File: src/rtl/dbg_ovl_pkg.sv
// Shared constants, state enum and slot-layout helper for the debug overlay line formatter.
// Optional frame counter is controlled by DBG_FRAME_CNT_EN in dbg_line_fmt.
package dbg_ovl_pkg;

  localparam int CODE_W        = 5;
  localparam int SLOTS         = 32;
  localparam int LINE_W        = SLOTS * CODE_W;
  localparam int NIBBLES       = 12;
  localparam int NIB_CNT_FIRST = 8;

  localparam logic [3:0]        LAST_NIB  = 4'(NIBBLES - 1);
  localparam logic [CODE_W-1:0] HEX_BASE  = 5'h00;
  localparam logic [CODE_W-1:0] SPACE     = 5'h10;
  localparam logic [LINE_W-1:0] ALL_SPACE = {SLOTS{SPACE}};

  typedef enum logic [1:0] {
    IDLE,
    CONV,
    PUBLISH
  } fsm_state_t;

  // Nibble k (0 = addr MSB) lands in its slot; the gaps between fields stay SPACE.
  function automatic logic [4:0] nib_slot(input logic [3:0] k);
    logic [4:0] k5;
    k5 = {1'b0, k};
    if (k < 4'd4)      return 5'd31 - k5;
    else if (k < 4'd6) return 5'd30 - k5;
    else if (k < 4'd8) return 5'd29 - k5;
    else               return 5'd28 - k5;
  endfunction

endpackage

File: src/rtl/dbg_hex_char.sv
// Maps one nibble to its overlay character code (hex digits occupy codes 0x00-0x0F).
module dbg_hex_char
  import dbg_ovl_pkg::*;
(
  input  logic [3:0]        nib,
  output logic [CODE_W-1:0] code
);

  assign code = HEX_BASE + {1'b0, nib};

endmodule

File: src/rtl/dbg_line_fmt.sv
// Debug overlay line formatter: snapshots addr/data/flags on a vsync rise and renders them as a 32-slot line.
// Define DBG_FRAME_CNT_EN to add the 16-bit frame counter shown in slots 20-17.
//
// state   | meaning
// IDLE    | waiting for a capture edge
// CONV    | one nibble per cycle into the shadow line
// PUBLISH | shadow copied to dline, upd pulsed
module dbg_line_fmt
  import dbg_ovl_pkg::*;
(
  input  logic              clk,
  input  logic              reset,
  input  logic              ena,
  input  logic              vsync,
  input  logic [15:0]       cpu_addr,
  input  logic [7:0]        cpu_data,
  input  logic [7:0]        flags,
  output logic [LINE_W-1:0] dline,
  output logic              upd,
  output logic              busy
);

`ifdef DBG_FRAME_CNT_EN
  localparam int SNAP_W = 48;
`else
  localparam int SNAP_W = 32;
`endif

  logic              vsync_q;
  logic              cap_edge;
  fsm_state_t        state;
  logic [LINE_W-1:0] shadow;
  logic [3:0]        nib_left;
  logic [3:0]        nib_k;
  logic [SNAP_W-1:0] snap;
  logic [3:0]        cur_nib;
  logic [CODE_W-1:0] hex_code;
  logic [CODE_W-1:0] cur_code;
  logic [4:0]        cur_slot;

  assign cap_edge = vsync & ~vsync_q & ena;
  assign nib_k    = LAST_NIB - nib_left;
  assign cur_slot = nib_slot(nib_k);

  // The snapshot is shifted left each CONV cycle so the current nibble is always on top.
  assign cur_nib  = snap[SNAP_W-1 -: 4];

  dbg_hex_char u_hex (
    .nib  (cur_nib),
    .code (hex_code)
  );

`ifdef DBG_FRAME_CNT_EN
  logic [15:0] frame_cnt;

  assign cur_code = hex_code;

  // Counts every capture edge, including ones ignored while a conversion runs.
  always_ff @(posedge clk or posedge reset) begin
    if (reset) begin
      frame_cnt <= '0;
    end else if (cap_edge) begin
      frame_cnt <= frame_cnt + 16'd1;
    end
  end
`else
  // Counter slots still consume their four CONV cycles so latency matches the full build.
  assign cur_code = (nib_k >= 4'(NIB_CNT_FIRST)) ? SPACE : hex_code;
`endif

  always_ff @(posedge clk or posedge reset) begin
    if (reset) begin
      vsync_q  <= 1'b0;
      state    <= IDLE;
      shadow   <= ALL_SPACE;
      dline    <= ALL_SPACE;
      upd      <= 1'b0;
      busy     <= 1'b0;
      nib_left <= '0;
      snap     <= '0;
    end else begin
      vsync_q <= vsync;
      upd     <= 1'b0;
      case (state)
        IDLE: begin
          if (cap_edge) begin
`ifdef DBG_FRAME_CNT_EN
            snap <= {cpu_addr, cpu_data, flags, frame_cnt};
`else
            snap <= {cpu_addr, cpu_data, flags};
`endif
            nib_left <= LAST_NIB;
            busy     <= 1'b1;
            state    <= CONV;
          end
        end
        CONV: begin
          shadow[int'(cur_slot)*CODE_W +: CODE_W] <= cur_code;
          snap <= snap << 4;
          if (nib_left == 4'd0) begin
            state <= PUBLISH;
          end else begin
            nib_left <= nib_left - 4'd1;
          end
        end
        PUBLISH: begin
          dline <= shadow;
          upd   <= 1'b1;
          busy  <= 1'b0;
          state <= IDLE;
        end
        default: begin
          busy  <= 1'b0;
          state <= IDLE;
        end
      endcase
    end
  end

endmodule

File: config.mk
export PLATFORM = sky130hd
export DESIGN_NAME = dbg_line_fmt
export DESIGN_NICKNAME = d
export VERILOG_FILES = /design/src/rtl/dbg_ovl_pkg.sv /design/src/rtl/dbg_hex_char.sv /design/src/rtl/dbg_line_fmt.sv
export SDC_FILE = /design/constraint.sdc
export NUM_CORES = 1
export LEC_CHECK = 0
export CAP_MARGIN = 20
export CORE_MARGIN = 2
export CORE_UTILIZATION = 35
export DETAILED_ROUTE_END_ITERATION = 10
export PLACE_DENSITY = 0.63
export SLEW_MARGIN = 20
export SYNTH_ARGS = -nofsm -noshare
export SYNTH_HDL_FRONTEND = slang
export SYNTH_HIERARCHICAL = 1
export SYNTH_SLANG_ARGS = --single-unit
export TNS_END_PERCENT = 1
File: constraint.sdc
create_clock -name clk -period 13.7 [get_ports clk]
set_input_delay 3.425 -clock clk [delete_from_list [all_inputs] [get_ports clk]]
set_output_delay 3.425 -clock clk [all_outputs]
set_load 0.005 [all_outputs]
==> flow_summary.json, run 1 <==
{
  "slowest_stage": "clkdlybuf4s50_1",
  "ant_nets": 0,
  "die_area_mm2": 0.0437,
  "crit_required_ns": 10.27,
  "gp_congestion": 0.857,
  "avgViaCountPerCell": 5.04,
  "wl_mm": 40.1,
  "clockBufferDepth": 3,
  "antennaDiodeCount": 0,
  "die_x_um": 209,
  "syn_inst": 1429,
  "cts_tree": "yes",
  "p_per_area_mw_per_mm2": 200,
  "seq_area_frac_synth": 0.619,
  "status": "finished clean",
  "core.rowCount": 75,
  "fill_cells": 3909,
  "total_power_w": 0.00369,
  "crit_type": "flip-flop to output pin",
  "synthArstFlopShare": 1.00,
  "cts_setup_buffers": 0,
  "grt_pass1_wl_mm": 63.9,
  "crit_fanout": 2,
  "max_stage_delay_ns": 0.55,
  "grtUsageTotal": 0.186,
  "min_period_ns": 5.05,
  "drive_gt1_frac": 0.110,
  "crit_cells": 1,
  "r2r_cells": 14,
  "numCtsBuffers": 39,
  "rsz0062_at_grt": "no",
  "hp-class": "flip-flop to flip-flop",
  "wire_per_inst_um": 18.5,
  "crit_arrival_ns": 1.63,
  "clk_latency_ns": 0.56,
  "initial_utilization": 0.353,
  "core_mm2": 0.0418,
  "clkSlewWorstSetupHoldPaths_ns": 0.06,
  "port_buffers": 197,
  "pin_count": 198,
  "multi_input_area_mm2": 0.00521,
  "avgSynthCellArea_um2": 10.3,
  "syn_nets": 1482,
  "fin_crit_sh": 0.369,
  "root_buffer": "clkbuf_16",
  "slew_violations": 0,
  "yosysTopAreaCell": "dfrtp_1",
  "syn_area_mm2": 0.0147,
  "max_freq_ghz": 0.198,
  "max_slew_margin": 0.283,
  "cts_hold_buf": 0,
  "yosysUniqueCellTypes": 60,
  "antenna_found_initial": 0,
  "htreeDepth": 2,
  "critPathCaptureType": "output pin",
  "synth-seq-cells": 361,
  "skew_ns": 0.0238,
  "die_y_um": 209,
  "irDropWorstVdd_mv": 0.131,
  "cp-start-kind": "flip-flop",
  "dr_total_vias": 10902,
  "cp.buffers_inverters": 1,
  "cts_resized": 0,
  "fin_ws_ns": 8.65,
  "timing.setup.tns_ns": 0,
  "finalSetupViolations": 0,
  "worstHoldPathCells": 2,
  "tightest_slew_ns": 1.08,
  "grt_max_degree": 185,
  "yosysTopAreaCellShare": 0.505,
  "final_nets": 1649,
  "drcViolationCount": 0,
  "grt_overflow_total": 0,
  "worstPathCellList": "clkdlybuf4s50_1",
  "cap_violations": 0,
  "dr.pass1.iters": 7,
  "hpwl_mm": 26.8,
  "hold_viol_final": 0,
  "yosysWarnings": 6,
  "drt-initial-drc-count": 693,
  "synth_ff_type": "dfrtp_1",
  "critPathTopFamily": "buffers and inverters",
  "p_leak_nw": 8.67,
  "cts_sinks": 361,
  "synth.area.top_cells": "dfrtp_1 (50%), nand2_1 (14%), dfstp_2 (11%), o21ai_0 (4.0%), mux2i_1 (2.9%)",
  "regArea_mm2": 0.00911,
  "place_ws_ns": 8.17,
  "final_util": 0.441,
  "synth_edf_count": 0,
  "layout-area-overhead-vs-synth_pct": 25.1,
  "grt_pass1_vias": 11023
}
worst paths after layout:
path | to | start | slack, ns
worst max register to register | shadow[152] | nib_left[2] | 8.89
max in group asynchronous | shadow[62] | reset | 8.72
worst max-delay path | dline[99] | dline[99] | 8.65
min in group asynchronous | busy | reset | 3.38
worst min register to register | dline[3] | shadow[3] | 0.45
worst min-delay path | dline[3] | shadow[3] | 0.45
cell usage after synthesis, drive strengths merged (2+ instances only):
cell type and count:
nand2 530, dfrtp 297, o21ai 118, clkbuf 67
dfstp 64, mux2i 43, a22o 40, o2bb2ai 40
mux2 26, nor2 23, inv 22, ha 17
nand2b 17, buf 16, nand3 12, or2 11
o31ai 9, and2 8, nor3 8, a21oi 7
nor2b 7, a21boi 4, a31oi 4, and3 4
xnor2 4, nand4 3, nor4 3, o22ai 3
o2111ai 2, o211a 2, or3 2
per-layer routing:
layer  GRT usage  vias to the layer above  share of wire
met4      0.0736                        0          0.031
met5           0                        -              0
li1            -                     5099              -
met3      0.0540                       74          0.077
met1       0.253                     5399           0.44
met2       0.281                      330           0.45
where the power goes:
part | leakage [nW] | switching [W] | internal [W]
Clock | 0.617 | 0.000431 | 0.000599
Sequential | 4.71 | 0.000143 | 0.00134
Combinational | 3.35 | 0.000742 | 0.000436
metrics by stage:
stage / hold WS [ns] / cells / cell area (µm²)
after detailed placement: 0.443 / 2094 / 17200
after global routing: 0.469 / 2165 / 18400
after floorplan: 0.431 / 1429 / 14700
after global placement: 0.442 / 2094 / 17200
after CTS: 0.454 / 2165 / 18400
final: 0.454 / 2165 / 18400
kinds of logic after synthesis:
| kind of cell | after synthesis | share of synthesized area |
|---|---|---|
| simple gates | 631 | 0.173 |
| fa+ha+maj | 17 | 0.0144 |
| other cells | 1 | 0.000255 |
| compound gates | 240 | 0.110 |
| xor+xnor | 5 | 0.00297 |
| mux | 69 | 0.0512 |
| buf+inv | 105 | 0.0287 |
| flops | 361 | 0.619 |
layout by cell type (no fill, tap or decap), types with 2 or more instances in the layout:
cell type / instances
o22ai_1: 3
nor2b_1: 6
a22o_1: 40
nor3_1: 8
buf_4: 11
and2_0: 2
nand2b_1: 15
mux2_4: 8
and2_1: 6
nor2_1: 22
o2bb2ai_1: 40
o2111ai_1: 2
clkbuf_16: 40
clkdlybuf4s50_1: 197
or2_2: 7
clkbuf_8: 7
a21oi_1: 7
a21boi_2: 2
inv_8: 2
or3_1: 2
nand4_1: 3
nor4_1: 3
mux2i_1: 43
nand2b_4: 2
nand3_1: 12
and3_1: 4
ha_1: 17
clkbuf_1: 12
or2_1: 4
o21ai_0: 117
clkinv_2: 6
o31ai_1: 9
nand2_1: 530
dfrtp_1: 297
inv_1: 19
dfstp_2: 64
a31oi_1: 3
o211a_1: 2
mux2_2: 17
xnor2_1: 4
sequential cells by signal, summed over array words and instances, names as in the netlist:
| name | cells |
|---|---|
| shadow | 160 |
| busy | 1 |
| state | 2 |
| vsync_q | 1 |
| snap | 32 |
| dline | 160 |
| upd | 1 |
| nib_left | 4 |
area by class of cell:
| type | instances | area share |
|---|---|---|
| flip-flops and latches | 361 | 0.495 |
| multi-input cells | 963 | 0.283 |
| repair buffers | 209 | 0.113 |
| clock buffers | 59 | 0.0620 |
| well taps | 539 | 0.0366 |
| clock inverters | 12 | 0.00611 |
| inverters | 22 | 0.00503 |
Power figures use the tool's default switching activity.
==> run 2, diff against run 1 <==
--- a/config.mk
+++ b/config.mk
@@ -9,7 +9,7 @@
 export CORE_MARGIN = 2
 export CORE_UTILIZATION = 35
 export DETAILED_ROUTE_END_ITERATION = 10
-export PLACE_DENSITY = 0.63
+export PLACE_DENSITY = 0.61
 export SLEW_MARGIN = 20
 export SYNTH_ARGS = -nofsm -noshare
 export SYNTH_HDL_FRONTEND = slang
==> constraint.sdc (replaced) <==
create_clock -name clk -period 4.8 [get_ports clk]
set_input_delay 1.2 -clock clk [delete_from_list [all_inputs] [get_ports clk]]
set_output_delay 1.2 -clock clk [all_outputs]
set_load 0.005 [all_outputs]
==> flow_summary.json, run 2 (same netlist as run 1, synthesis figures left out) <==
{
  "cts_hold_buf": 0,
  "p_leak_nw": 8.84,
  "port_buffers": 197,
  "clk_latency_ns": 0.55,
  "die_y_um": 209,
  "core.rowCount": 75,
  "top_regs": "dline: 160 flops, shadow: 160 flops, snap: 32 flops",
  "final_util": 0.448,
  "regArea_mm2": 0.00911,
  "worstPathCellList": "inv_1 -> ha_2 -> inv_1 -> ha_1 -> a21o_1 -> a21boi_4 -> ha_1 -> o21ai_1 -> o22ai_1 -> a21boi_2 -> buf_4 -> or2_2 -> a22o_1",
  "numCtsBuffers": 39,
  "core_mm2": 0.0418,
  "slowest_stage": "dfrtp_1",
  "gp_congestion": 0.833,
  "grt_max_degree": 100,
  "pin_count": 198,
  "grtUsageTotal": 0.188,
  "multi_input_area_mm2": 0.00521,
  "crit_fanout": 19,
  "crit_type": "flip-flop to flip-flop",
  "status": "finished clean",
  "finalSetupViolations": 0,
  "clockBufferDepth": 3,
  "mostFrequentLayoutCells": "nand2_1 (530), dfrtp_1 (297), clkdlybuf4s50_1 (197)",
  "initial_utilization": 0.353,
  "min_period_ns": 4.44,
  "hp-class": "flip-flop to flip-flop",
  "cp.buffers_inverters": 3,
  "crit_required_ns": 5.23,
  "timing.setup.tns_ns": 0,
  "cp-start-kind": "flip-flop",
  "grt_pass1_wl_mm": 64.5,
  "critPathTopFamily": "compound AO/OA/AOI/OAI gates",
  "hold_viol_final": 0,
  "drt-initial-drc-count": 660,
  "hold-worst-slack_ns": 0.456,
  "root_buffer": "clkbuf_16",
  "max_freq_ghz": 0.225,
  "antenna_found_initial": 0,
  "rsz0062_at_grt": "no",
  "dr.pass1.iters": 5,
  "irDropWorstVdd_mv": 0.322,
  "final_common_cell": "nand2_1",
  "ant_nets": 0,
  "layout-area-overhead-vs-synth_pct": 27.2,
  "cap_violations": 0,
  "fill_cells": 3936,
  "critPathCaptureType": "flip-flop",
  "skew_ns": 0.0224,
  "clkSlewWorstSetupHoldPaths_ns": 0.06,
  "cts_setup_buffers": 0,
  "grt_overflow_total": 0,
  "wl_mm": 40.7,
  "antennaDiodeCount": 0,
  "cts_sinks": 361,
  "dr_total_vias": 10856,
  "slew_violations": 0,
  "crit_arrival_ns": 4.87,
  "fin_crit_sh": 0.926,
  "max_slew_margin": 0.484,
  "final_nets": 1671,
  "tightest_slew_ns": 0.774,
  "die_x_um": 209,
  "drive_gt1_frac": 0.126,
  "htreeDepth": 2,
  "max_stage_delay_ns": 0.58,
  "die_area_mm2": 0.0437,
  "hpwl_mm": 28.6,
  "wire_per_inst_um": 18.6,
  "avgViaCountPerCell": 4.96,
  "cts_tree": "yes",
  "cts_resized": 0,
  "p_per_area_mw_per_mm2": 576,
  "drcViolationCount": 0,
  "grt_pass1_vias": 10967
}
-- run 2: cell types whose count changed in the layout (fill, tap and decap cells not counted) --
cell       delta
bufinv_16     +1
clkinv_4      -1
buf_12        +6
clkbuf_8      +4
clkbuf_1      -5
ha_1          -1
clkinv_2      +2
buf_4        +16
inv_6         +2
inv_8         -2
ha_2          +1
-- run 2: per-stage QoR --
step | total power (W) | instance area (µm²) | worst slack, ns | std cells
6_report | 0.0108 | 18700 | 0.357 | 2188
5_1_grt | 0.0114 | 18700 | 0.0751 | 2188
4_1_cts | 0.0108 | 18700 | 0.352 | 2187
3_5_place_dp | 0.00773 | 17400 | 0.381 | 2115
3_3_place_gp | 0.00770 | 17400 | 0.470 | 2115
2_1_floorplan | 0.00627 | 14700 | -1.19 | 1429
-- run 2: where the power goes --
group          switching (W)  leakage [nW]  total (W)  internal (W)
Clock                0.00124         0.660    0.00306       0.00182
Combinational        0.00212          3.47    0.00347       0.00135
Sequential          0.000430          4.71    0.00424       0.00381
-- run 2: final cells by class --
cell class                      count  share of cell area
Clock inverter                     14             0.00762
Tap cell                          539              0.0360
Clock buffer                       58              0.0630
Inverter                           22             0.00475
Sequential cell                   361               0.487
Multi-Input combinational cell    963               0.278
Timing Repair Buffer              231               0.124
-- run 2: worst register-to-register path: stages, from the launching register on --
cell      delay [ns]
dfrtp_1         0.58
inv_1           0.24
ha_2            0.53
inv_1           0.15
ha_1            0.31
a21o_1          0.20
a21boi_4        0.22
ha_1            0.42
o21ai_1         0.20
o22ai_1         0.41
a21boi_2        0.25
buf_4           0.27
or2_2           0.36
a22o_1          0.20
-- run 2: final timing paths --
check | start | endpoint | slack (ns) | depth (start not counted)
worst min-delay path | shadow[0] | dline[0] | 0.46 | 2
worst max-delay path | nib_left[2] | shadow[20] | 0.36 | 13
max in group asynchronous | reset | shadow[154] | 2.74 | 4
worst max register to register | nib_left[2] | shadow[20] | 0.36 | 13
min in group asynchronous | reset | shadow[115] | 1.13 | 2
worst min register to register | shadow[0] | dline[0] | 0.46 | 2
-- run 2: per-layer routing --
| metal | GRT usage | vias to the layer above | routed length (µm) |
|---|---|---|---|
| met5 | 0 | - | 0 |
| met4 | 0.0468 | 0 | 759 |
| met3 | 0.0481 | 50 | 2750 |
| met2 | 0.290 | 305 | 18200 |
| met1 | 0.266 | 5362 | 18900 |
| li1 | - | 5139 | - |
==> run 3, diff against run 2 <==
--- a/config.mk
+++ b/config.mk
@@ -6,7 +6,8 @@
 export NUM_CORES = 1
 export LEC_CHECK = 0
 export CAP_MARGIN = 20
-export CORE_MARGIN = 2
+export CORE_ASPECT_RATIO = 0.8
+export CORE_MARGIN = 1
 export CORE_UTILIZATION = 35
 export DETAILED_ROUTE_END_ITERATION = 10
 export PLACE_DENSITY = 0.61
==> flow_summary.json, run 3 (same netlist as run 1, synthesis figures left out) <==
{
  "status": "finished clean",
  "tightest_slew_ns": 0.933,
  "crit_required_ns": 5.21,
  "layout-area-overhead-vs-synth_pct": 26.7,
  "worstHoldPathCells": 2,
  "htreeDepth": 2,
  "grt_pass1_wl_mm": 63.6,
  "gp_congestion": 0.856,
  "seqPwrFrac": 0.394,
  "rrSetupSlack_ns": 0.56,
  "initial_utilization": 0.359,
  "cts_hold_buf": 0,
  "clkSlewWorstSetupHoldPaths_ns": 0.06,
  "skew_ns": 0.0245,
  "total_power_w": 0.0108,
  "critPathCaptureType": "flip-flop",
  "fill_cells": 3839,
  "finalInstanceArea_mm2": 0.0187,
  "cts_setup_buffers": 0,
  "max_stage_delay_ns": 0.58,
  "final_nets": 1669,
  "crit_fanout": 13,
  "hp-class": "flip-flop to flip-flop",
  "cp-start-kind": "flip-flop",
  "path_common_cell": "ha_1",
  "p_comb_frac": 0.322,
  "swShare": 0.348,
  "drcViolationCount": 0,
  "timing.setup.tns_ns": 0,
  "cts_sinks": 361,
  "slowest_stage": "dfrtp_1",
  "mostFrequentLayoutCells": "nand2_1 (530), dfrtp_1 (297), clkdlybuf4s50_1 (197)",
  "grtUsageTotal": 0.191,
  "drt-initial-drc-count": 937,
  "cp-endpoint": "shadow[43]",
  "grt_pass1_vias": 10791,
  "met2_length_mm": 17.7,
  "critPathTopFamily": "compound AO/OA/AOI/OAI gates",
  "hold-worst-slack_ns": 0.455,
  "crit_arrival_ns": 4.64,
  "min_period_ns": 4.24,
  "wl_met1_mm": 19.4,
  "cts_tree": "yes",
  "die_y_um": 185,
  "ant_nets": 0,
  "cap_violations": 0,
  "numCtsBuffers": 38,
  "clockPowerShare": 0.284,
  "hpwl_mm": 27.7,
  "grt_overflow_total": 0,
  "core_mm2": 0.0410,
  "antenna_found_initial": 0,
  "place_area_mm2": 0.0173,
  "cp-startpoint": "nib_left[2]",
  "die_area_mm2": 0.0429,
  "p_leak_nw": 8.81,
  "pin_count": 198,
  "antennaDiodeCount": 0,
  "r2r_end": "shadow[43]",
  "cts_resized": 0,
  "top_regs": "dline: 160 flops, shadow: 160 flops, snap: 32 flops",
  "final_common_cell": "nand2_1",
  "hold_viol_final": 0,
  "crit_type": "flip-flop to flip-flop",
  "crit_cells": 13,
  "wl_mm": 40.1,
  "dr_wl_met3_mm": 2.50,
  "wire_per_inst_um": 18.3,
  "finalSetupViolations": 0,
  "max_slew_margin": 0.378,
  "r2r_start": "nib_left[2]",
  "r2r_cells": 13,
  "fin_crit_sh": 0.883,
  "final_util": 0.455,
  "cp.buffers_inverters": 2,
  "dr_total_vias": 10735,
  "avgViaCountPerCell": 4.91,
  "drive_gt1_frac": 0.123,
  "p_per_area_mw_per_mm2": 577,
  "grt_max_degree": 128,
  "slew_violations": 0,
  "maxUsedRoutingLayer": "met4",
  "switchingPower_w": 0.00374,
  "clockBufferDepth": 3,
  "root_buffer": "clkbuf_16",
  "irDropWorstVdd_mv": 0.253,
  "p_int_w": 0.00702,
  "port_buffers": 197,
  "clk_latency_ns": 0.53,
  "die_x_um": 231,
  "rsz0062_at_grt": "no",
  "dr.pass1.iters": 5,
  "core.rowCount": 66,
  "worstPathCellList": "inv_1 -> ha_1 -> inv_1 -> ha_1 -> a21o_1 -> a21boi_4 -> ha_1 -> nand4_1 -> nand3_1 -> o22ai_1 -> a21boi_2 -> or2_1 -> mux2_4",
  "max_freq_ghz": 0.236
}
-- run 3: changes by cell type in the layout (fill, tap and decap cells not counted) --
cell	before	now
clkbuf_8	11	9
buf_12	7	3
ha_2	1	0
inv_6	3	0
ha_1	16	17
buf_4	27	30
bufinv_16	2	5
clkbuf_16	40	38
-- run 3: cell type report --
| type | count | area, µm² | share of cell area |
|---|---|---|---|
| Multi-Input combinational cell | 963 | 5210 | 0.279 |
| Timing Repair Buffer | 230 | 2260 | 0.121 |
| Inverter | 22 | 88.8 | 0.00476 |
| Sequential cell | 361 | 9110 | 0.489 |
| Tap cell | 544 | 681 | 0.0365 |
| Clock buffer | 54 | 1100 | 0.0590 |
| Clock inverter | 14 | 206 | 0.0111 |
-- run 3: how the worst min path moves through the flow --
stage / from / endpoint / slack (ns)
floorplan: shadow[0] / dline[0] / 0.43
global placement: shadow[124] / dline[124] / 0.44
detailed placement: shadow[4] / dline[4] / 0.45
CTS: shadow[4] / dline[4] / 0.46
global route: shadow[74] / dline[74] / 0.47
finish: shadow[114] / dline[114] / 0.45
-- run 3: worst reg2reg max path, delay by kind of cell (launching register included) --
family / cells / cell delay (ns)
flip-flops: 1 / 0.58
multiplexers: 1 / 0.33
AND/OR/NAND/NOR: 3 / 0.66
adder cells (fa/ha/maj): 3 / 1.04
buffers and inverters: 2 / 0.41
AO/OA/AOI/OAI: 4 / 1.11
-- run 3: power by group through the flow --
| stage | combinational, W | clock, W | sequential (W) |
|---|---|---|---|
| finish | 0.00346 | 0.00306 | 0.00424 |
| global route | 0.00382 | 0.00328 | 0.00432 |
| CTS | 0.00347 | 0.00314 | 0.00424 |
| detailed placement | 0.00345 | 0 | 0.00428 |
| global placement | 0.00342 | 0 | 0.00428 |
| floorplan | 0.00212 | 0 | 0.00415 |
-- run 3: per-layer routing --
| layer | track usage | vias up |
|---|---|---|
| met5 | 0 | - |
| met4 | 0.0381 | 0 |
| met3 | 0.0385 | 44 |
| met2 | 0.285 | 259 |
| met1 | 0.286 | 5299 |
| li1 | - | 5133 |
-- run 3: metrics by stage --
step	instances	setup slack, ns
finish	2188	0.563
global placement	2120	0.754
floorplan	1429	-1.19
CTS	2188	0.598
detailed placement	2120	0.612
global route	2188	0.168
